==> config.mk <==
export PLATFORM = sky130hd
export DESIGN_NAME = ex_muldiv
export DESIGN_NICKNAME = d
export VERILOG_FILES = /design/src/rtl/ex_muldiv.sv
export SDC_FILE = /design/constraint.sdc
export NUM_CORES = 1
export LEC_CHECK = 0
export BUFFER_PORTS_ARGS = -buffer_cell sky130_fd_sc_hd__buf_4
export CAP_MARGIN = 20
export CORE_MARGIN = 1.5
export CORE_UTILIZATION = 41
export DETAILED_ROUTE_END_ITERATION = 8
export PLACE_DENSITY_LB_ADDON = 0.12
export SLEW_MARGIN = 25
export SYNTH_ARGS = -nofsm -noshare
export SYNTH_HDL_FRONTEND = slang
export SYNTH_SLANG_ARGS = --single-unit
==> constraint.sdc <==
create_clock -name clk -period 4.99 [get_ports clk]
set_clock_uncertainty 0.1 [all_clocks]
set_input_delay 1.497 -clock clk [delete_from_list [all_inputs] [get_ports clk]]
set_output_delay 1.497 -clock clk [all_outputs]
set_load 0.05 [all_outputs]
==> src/rtl/ex_muldiv.sv <==
// ex_muldiv: iterative RV32M MUL/MULH/MULHSU/MULHU/DIV/DIVU/REM/REMU beside the EX ALU; MULDIV_EARLY_OUT_EN enables 1-cycle special cases.
// Latency: done_o ITERS+1 cycles after start_i is first presented (1 cycle for early-out cases when enabled).
// Backpressure: stall_req_o holds EX from the accepting cycle through CALC and drops in DONE so EX advances.
module ex_muldiv #(
    parameter int XLEN           = 32,
    parameter int BITS_PER_CYCLE = 1
) (
    input  logic            clk,
    input  logic            rst,
    input  logic            start_i,
    input  logic [2:0]      op_i,
    input  logic [XLEN-1:0] reg1_i,
    input  logic [XLEN-1:0] reg2_i,
    input  logic [4:0]      wd_i,
    input  logic            flush_i,
    output logic            stall_req_o,
    output logic            busy_o,
    output logic            done_o,
    output logic [4:0]      wd_o,
    output logic            wreg_o,
    output logic [XLEN-1:0] wdata_o
);
    localparam int ITERS = XLEN / BITS_PER_CYCLE;
    localparam int CNT_W = (ITERS > 1) ? $clog2(ITERS) : 1;

    typedef enum logic [1:0] {IDLE, CALC, DONE} state_t;
    state_t state, state_nxt;

    logic [CNT_W-1:0]  cnt;
    logic [XLEN-1:0]   acc_hi, acc_lo, opb;
    logic [2:0]        op_q;
    logic [4:0]        wd_q;
    logic              neg1_q, neg2_q;

    logic              accept, sgn1, sgn2, neg1, neg2;
    logic [XLEN-1:0]   mag1, mag2;
    logic [XLEN-1:0]   nxt_hi, nxt_lo, calc_res, quo, rem;
    logic [2*XLEN-1:0] prod;
    logic [XLEN:0]     step;
    logic              qbit;

    // Operand decode: MULHSU treats rs2 as unsigned; the U ops treat both as unsigned.
    always_comb begin
        sgn1 = (op_i != 3'd3) && (op_i != 3'd5) && (op_i != 3'd7);
        sgn2 = sgn1 && (op_i != 3'd2);
        neg1 = sgn1 && reg1_i[XLEN-1];
        neg2 = sgn2 && reg2_i[XLEN-1];
        mag1 = neg1 ? -reg1_i : reg1_i;
        mag2 = neg2 ? -reg2_i : reg2_i;
    end

    assign accept      = (state == IDLE) && start_i && !flush_i;
    assign stall_req_o = accept || (state == CALC);
    assign busy_o      = (state != IDLE);

`ifdef MULDIV_EARLY_OUT_EN
    logic            early;
    logic [XLEN-1:0] early_res;

    always_comb begin
        early     = 1'b0;
        early_res = '0;
        if (op_i[2]) begin
            if (reg2_i == '0) begin
                early     = 1'b1;
                early_res = op_i[1] ? reg1_i : '1;
            end else if (sgn1 && (reg1_i == {1'b1, {(XLEN-1){1'b0}}}) && (reg2_i == '1)) begin
                early     = 1'b1;
                early_res = op_i[1] ? '0 : reg1_i;
            end
        end else if ((reg1_i == '0) || (reg2_i == '0)) begin
            early = 1'b1;
        end
    end
`endif

    // One CALC cycle: BITS_PER_CYCLE shift-add (multiply) or restoring (divide) steps.
    always_comb begin
        nxt_hi = acc_hi;
        nxt_lo = acc_lo;
        step   = '0;
        qbit   = 1'b0;
        for (int i = 0; i < BITS_PER_CYCLE; i++) begin
            if (op_q[2]) begin
                step   = {nxt_hi, nxt_lo[XLEN-1]};
                qbit   = (step >= {1'b0, opb});
                if (qbit) step = step - {1'b0, opb};
                nxt_hi = step[XLEN-1:0];
                nxt_lo = {nxt_lo[XLEN-2:0], qbit};
            end else begin
                step   = {1'b0, nxt_hi} + {1'b0, opb & {XLEN{nxt_lo[0]}}};
                nxt_hi = step[XLEN:1];
                nxt_lo = {step[0], nxt_lo[XLEN-1:1]};
            end
        end
    end

    // Divide by zero leaves rem = |rs1|, so only the quotient needs forcing.
    always_comb begin
        prod = {nxt_hi, nxt_lo};
        if (neg1_q ^ neg2_q) prod = -prod;
        quo = (neg1_q ^ neg2_q) ? -nxt_lo : nxt_lo;
        rem = neg1_q ? -nxt_hi : nxt_hi;
        if (opb == '0) quo = '1;
        case (op_q)
            3'd0:             calc_res = prod[XLEN-1:0];
            3'd1, 3'd2, 3'd3: calc_res = prod[2*XLEN-1:XLEN];
            3'd4, 3'd5:       calc_res = quo;
            default:          calc_res = rem;
        endcase
    end

    always_ff @(posedge clk) begin
        if (!rst) state <= IDLE;
        else      state <= state_nxt;
    end

    always_comb begin
        state_nxt = state;
        case (state)
            IDLE: begin
                if (accept) begin
`ifdef MULDIV_EARLY_OUT_EN
                    state_nxt = early ? DONE : CALC;
`else
                    state_nxt = CALC;
`endif
                end
            end
            CALC:    if (cnt == '0) state_nxt = DONE;
            DONE:    state_nxt = IDLE;
            default: state_nxt = IDLE;
        endcase
        if (flush_i) state_nxt = IDLE;
    end

    always_ff @(posedge clk) begin
        if (!rst) begin
            cnt     <= '0;
            acc_hi  <= '0;
            acc_lo  <= '0;
            opb     <= '0;
            op_q    <= '0;
            wd_q    <= '0;
            neg1_q  <= 1'b0;
            neg2_q  <= 1'b0;
            done_o  <= 1'b0;
            wreg_o  <= 1'b0;
            wd_o    <= '0;
            wdata_o <= '0;
        end else begin
            done_o <= 1'b0;
            if (accept) begin
                cnt    <= CNT_W'(ITERS - 1);
                acc_hi <= '0;
                acc_lo <= mag1;
                opb    <= mag2;
                op_q   <= op_i;
                wd_q   <= wd_i;
                neg1_q <= neg1;
                neg2_q <= neg2;
`ifdef MULDIV_EARLY_OUT_EN
                if (early) begin
                    done_o  <= 1'b1;
                    wreg_o  <= (wd_i != 5'd0);
                    wd_o    <= wd_i;
                    wdata_o <= early_res;
                end
`endif
            end else if ((state == CALC) && !flush_i) begin
                acc_hi <= nxt_hi;
                acc_lo <= nxt_lo;
                cnt    <= cnt - CNT_W'(1);
                if (cnt == '0) begin
                    done_o  <= 1'b1;
                    wreg_o  <= (wd_q != 5'd0);
                    wd_o    <= wd_q;
                    wdata_o <= calc_res;
                end
            end
        end
    end
endmodule

# == Yosys cells after proc, flatten, opt, wreduce, memory -nomap -nowiden ==
# Index checks and enable logic that the tools add are counted.
# word_totals
output_inout_bits,41
inputBits,76
register_bits,152
# op_classes
add_sub_neg,8
n_eq_ne,12
mux,18
n_bitwise,5
n_lt_le_gt_ge,1
n_reduce_logical,24
# op_table
operator,n
32-bit two-way mux,10
32-bit negator,4
32-bit case mux with 3 select lines,1
64-bit two-way mux,1
64-bit negator,1
32-bit by 32-bit adder with 33-bit output,1
33-bit by 32-bit greater-or-equal comparator with 1-bit output,1
32-bit bitwise AND,1
32-bit zero test,1
32-bit subtractor,1
5-bit two-way mux,2
1-bit logical AND,8
"3-bit by 2-bit equality test with 1-bit output, second input constant",2
"3-bit equality test, second input constant",2
"3-bit by 2-bit inequality test with 1-bit output, second input constant",2
"3-bit inequality test, second input constant",2
2-bit OR reduction,3
3-bit OR reduction,2
5-bit zero test,1
5-bit nonzero test,1
"5-bit by 1-bit subtractor with 5-bit output, second input constant",1
2-bit two-way mux,2
2-bit case mux with 2 select lines,1
2-bit nonzero test,2
13 further kinds,15

# == Depth between registers and ports, before layout ==
# logic_depth
ltp_word,7
ltp_mapped,26
ltp_nobuf,22

# == Least setup slack after synthesis ==
# No wires, ideal clock.
# synth_timing
path_type,reg2reg
startpoint,register op_q[2]
endpoint,register wdata_o[30]
arrival_ns,4.944
synth_period_minus_slack_ns,5.166
setup_ns,0.123
setup_slack_ns,-0.176
t_required_ns,4.767
path_stages_with_launch,22
cell_sequence,dfxtp_1 > buf_2 > buf_2 > buf_2 > buf_2 > buf_2 > buf_2 > clkbuf_1 > buf_1 > clkbuf_1 > nor2_1 > a21oi_1 > ha_1 > and3_1 > a31oi_1 > nor4b_4 > nand4b_1 > clkbuf_1 > o41ai_1 > xnor2_1 > a221oi_1 > nor2_1
# synth_between
elab_chain_cells,5
# synth_rtl
item,line_no,rtl
"start, declared",31,logic [2:0] op_q;
"start signal, assigned",158,op_q <= op_i;
32-bit two-way mux,84,if (op_q[2]) begin
32-bit negator,102,quo = (neg1_q ^ neg2_q) ? -nxt_lo : nxt_lo;
32-bit two-way mux,102,
32-bit two-way mux,104,if (opb == '0) quo = '1;
32-bit case mux with 3 select lines (*),105,case (op_q)
"end signal, assigned",178,wdata_o <= calc_res;
"end, declared",21,output logic [XLEN-1:0] wdata_o
# Mark *: on every way between the ends. The rest lies on a longest branch, timed or not.
# A chain may end at the register's enable or synchronous reset.

# == Final worst setup path ==
# layout_timing
startpoint,register acc_lo[0]
endpoint,register wdata_o[31]
# layout_between
elab_chain_cells,7
# layout_rtl
item,line_no,rtl
"start, declared",30,"logic [XLEN-1:0] acc_hi, acc_lo, opb;"
"start signal, assigned",156,acc_lo <= mag1;
"start signal, assigned",172,acc_lo <= nxt_lo;
32-bit bitwise AND,91,"step = {1'b0, nxt_hi} + {1'b0, opb & {XLEN{nxt_lo[0]}}};"
32-bit by 32-bit adder with 33-bit output,91,
32-bit two-way mux,84,
32-bit negator,102,
32-bit two-way mux,102,
32-bit two-way mux,104,
32-bit case mux with 3 select lines (*),105,
# Marked as above.

==> flow_metrics.tcl <==
set metrics [dict create \
    outcome "finished, final reports clean" \
    cp.arrival_ns 5.14 \
    die_w_um 195 \
    setup.worst_path.class "reg2reg" \
    syn-cell-area_um2 15100 \
    synthToLayoutAreaGrowth_pct 25.7 \
    vias_per_cell 6.05 \
    numCtsBuffers 17 \
    synth_cells 2096 \
    grt_antenna_before_repair 2 \
    crit_chain "buf_6, and2_1, ha_1, and4_1, nand2_1, a2111oi_4, buf_4, nor3_2, o21bai_1, a221o_1, xor2_1, mux2_2, or4b_4, buf_4, o41ai_4, xnor2_1, nor2_1, o31ai_2" \
    hold_viol_final 0 \
    io-pin-count 117 \
    core_um2 36400 \
    grt_pass1_vias 15900 \
    htree_num_levels 4 \
    drc 0 \
    nets 2504 \
    antenna_cells 0 \
    cts_root_buf "clkbuf_16" \
    path_max_fanout 14 \
    setup-tns-final_ns 0 \
    chipHeight_um 195 \
    vias 17200 \
    detail_route.first_pass.iterations 5 \
    fin_crit_sh_pct 97.5 \
    final_cells 2837 \
    worstPathRequired_ns 5.27 \
    cts_tree "done" \
    critPathLaunch "acc_lo[0]" \
    timing.final.crit_period_ns 4.86 \
    gp_congestion 1.01 \
    ant_nets 0 \
    vdd.ir_drop.worst_mv 0.231 \
    critPathCaptureType "flop" \
    yosysMostFrequentCell "nand2_1" \
    post-place-cells 2801 \
    synth.area.top_cells "dfxtp_1 20%, xnor2_1 6.6%, a21oi_1 6.2%, ha_1 5.8%, nand2_1 5.8%" \
    track_usage_pct 34.9 \
    setup_viol 0 \
    slowest_stage "or4b_4" \
    first_iter_violations 1716 \
    portBuffers 116 \
    max_freq_mhz 206 \
    ys_async_sr_fraction_pct 0 \
    clk_path_buf_depth 2 \
    path_clk_slew_ns 0.07 \
    hold_start "state[1]" \
    drv_slew 0 \
    die-area_um2 37900 \
    yosysTopAreaCellShare_pct 20.2 \
    final_util_pct 52.0 \
    synth_edf_count 0 \
    ys_seq_elements 152 \
    syn_nets 2244 \
    yosysWarnings 0 \
    cap_violations 0 \
    avgRoutedWirePerCell_um 23.6 \
    initial_utilization_pct 41.4 \
    hp-class "reg2reg" \
    crit_path_max_incr_delay_ns 0.58 \
    cts_num_sinks 152 \
    hpwl_mm 53.3 \
    synthTopCellsByCount "232 x nand2_1, 231 x nor2_1, 188 x a21oi_1" \
    reg2reg_from "acc_lo[0]" \
    leakage_nw 7.87 \
    synth_cell_types 91 \
    row_count 70 \
    setup.worst_path.start_class "flop" \
    synth_area_per_cell_um2 7.19 \
    max_slew_margin_pct 35.4 \
    synth_area_leader_cell "dfxtp_1" \
    critPathMostFrequentCell "buf_4" \
    grt_first_pass_wirelength_mm 101 \
    drive_gt1_share_pct 21.8 \
    rsz0062_at_grt "true" \
    rrSetupSlack_ns 0.13 \
    clk_latency_ns 0.47 \
    grt_max_degree 116 \
    power_density_nw_per_um2 234 \
    worst_pin_slew_ns 0.966 \
    synth_flop_cell "dfxtp_1" \
    grt_overflow_total 0 \
    wl_mm 66.9 \
    yosysSeqAreaShare_pct 20.2 \
]
layout make-up:
type / instances / area [um^2]
clock buffer: 17 / 425
clock inverter: 15 / 180
fill: 3627 / 17500
inverter: 81 / 304
multi-input combinational: 1739 / 11600
sequential: 152 / 3060
tap: 468 / 586
timing repair buffer: 365 / 2780
cell usage in the layout, fill, tap and decap left out, types with 14 or more instances in the layout:
| cell type | count |
|---|---|
| a211oi_1 | 79 |
| clkbuf_16 | 17 |
| nor3_1 | 40 |
| a31oi_1 | 29 |
| xor2_1 | 67 |
| nand4_1 | 22 |
| a221oi_1 | 14 |
| a21oi_1 | 186 |
| mux2i_1 | 46 |
| nand3_1 | 28 |
| o211ai_1 | 16 |
| dfxtp_1 | 144 |
| inv_1 | 79 |
| and2_1 | 50 |
| o31ai_1 | 19 |
| ha_1 | 59 |
| buf_4 | 361 |
| nand2_1 | 231 |
| o21ai_0 | 116 |
| or3_1 | 30 |
| nor4_1 | 24 |
| xnor2_1 | 113 |
| a21o_1 | 28 |
| nor2_1 | 229 |
logic make-up (layout without fill, tap and decap cells):
kind of cell,Yosys count,count (layout),synth area share (%)
DFF,152,152,20.2
xor gates and xnor gates,182,182,10.6
buffers and inverters,205,478,5.64
adders and majority gates,72,72,6.08
and+or+nand+nor,768,768,24.4
muxes,55,55,3.80
AOI/OAI and AO/OA,662,662,29.3
critical path: cells and delay by family (launching register included):
| family | cells | cell delay, ns |
|---|---|---|
| flops | 1 | 0.33 |
| buf+inv | 3 | 0.53 |
| fa+ha+maj | 1 | 0.45 |
| mux | 1 | 0.28 |
| xor+xnor | 2 | 0.26 |
| simple gates | 6 | 1.35 |
| compound gates | 5 | 1.48 |
path summary, 6_finish.rpt:
path	endpoint	cells after the start
worst max-delay path	wdata_o[31]	18
worst min-delay path	state[0]	1
worst max register to register	wdata_o[31]	18
worst min register to register	state[0]	1
per-layer routing:
| metal | vias up | global-route usage (%) | wire (um) |
|---|---|---|---|
| met3 | 107 | 5.67 | 5050 |
| li1 | 8170 | - | - |
| met4 | 0 | 11.4 | 2020 |
| met5 | - | 0 | 0 |
| met1 | 8133 | 50.8 | 31600 |
| met2 | 744 | 51.8 | 28200 |
state kept, by name, summed over array words and instances, names as in the netlist:
name     count
opb         32
wd_o         5
neg2_q       1
wdata_o     32
op_q         3
wreg_o       1
acc_lo      32
done_o       1
wd_q         5
neg1_q       1
acc_hi      32
state        2
cnt          5
repair_timing:
item | 4_1_cts | 5_1_grt
resized for setup | 6 | 80
setup endpoints to repair | 5 | 22
pin swaps | 1 | 12
endpoints found under the hold margin | 0 | 0
setup buffers | 0 | 4
hold buffers | 0 | 0
power breakdown:
| part | leakage (nW) | internal [mW] | switching (mW) |
|---|---|---|---|
| Clock | 0.295 | 0.758 | 0.661 |
| Sequential | 1.24 | 1.27 | 0.0566 |
| Combinational | 6.33 | 0.660 | 1.04 |
| Total | 7.87 | 2.68 | 1.75 |
per-stage QoR:
| stage | setup WS, ns | power, mW | instance area, um^2 | hold slack, ns |
|---|---|---|---|---|
| after floorplan | 0.0293 | 2.26 | 15100 | 0.304 |
| after global placement | -0.531 | 2.94 | 17900 | 0.320 |
| after detailed placement | -0.272 | 2.94 | 17900 | 0.323 |
| after CTS | 0.00294 | 4.37 | 18500 | 0.328 |
| after global routing | -0.0520 | 4.62 | 18900 | 0.347 |
| final | 0.126 | 4.44 | 18900 | 0.325 |
Note: power is estimated with default switching activity, not from simulation.
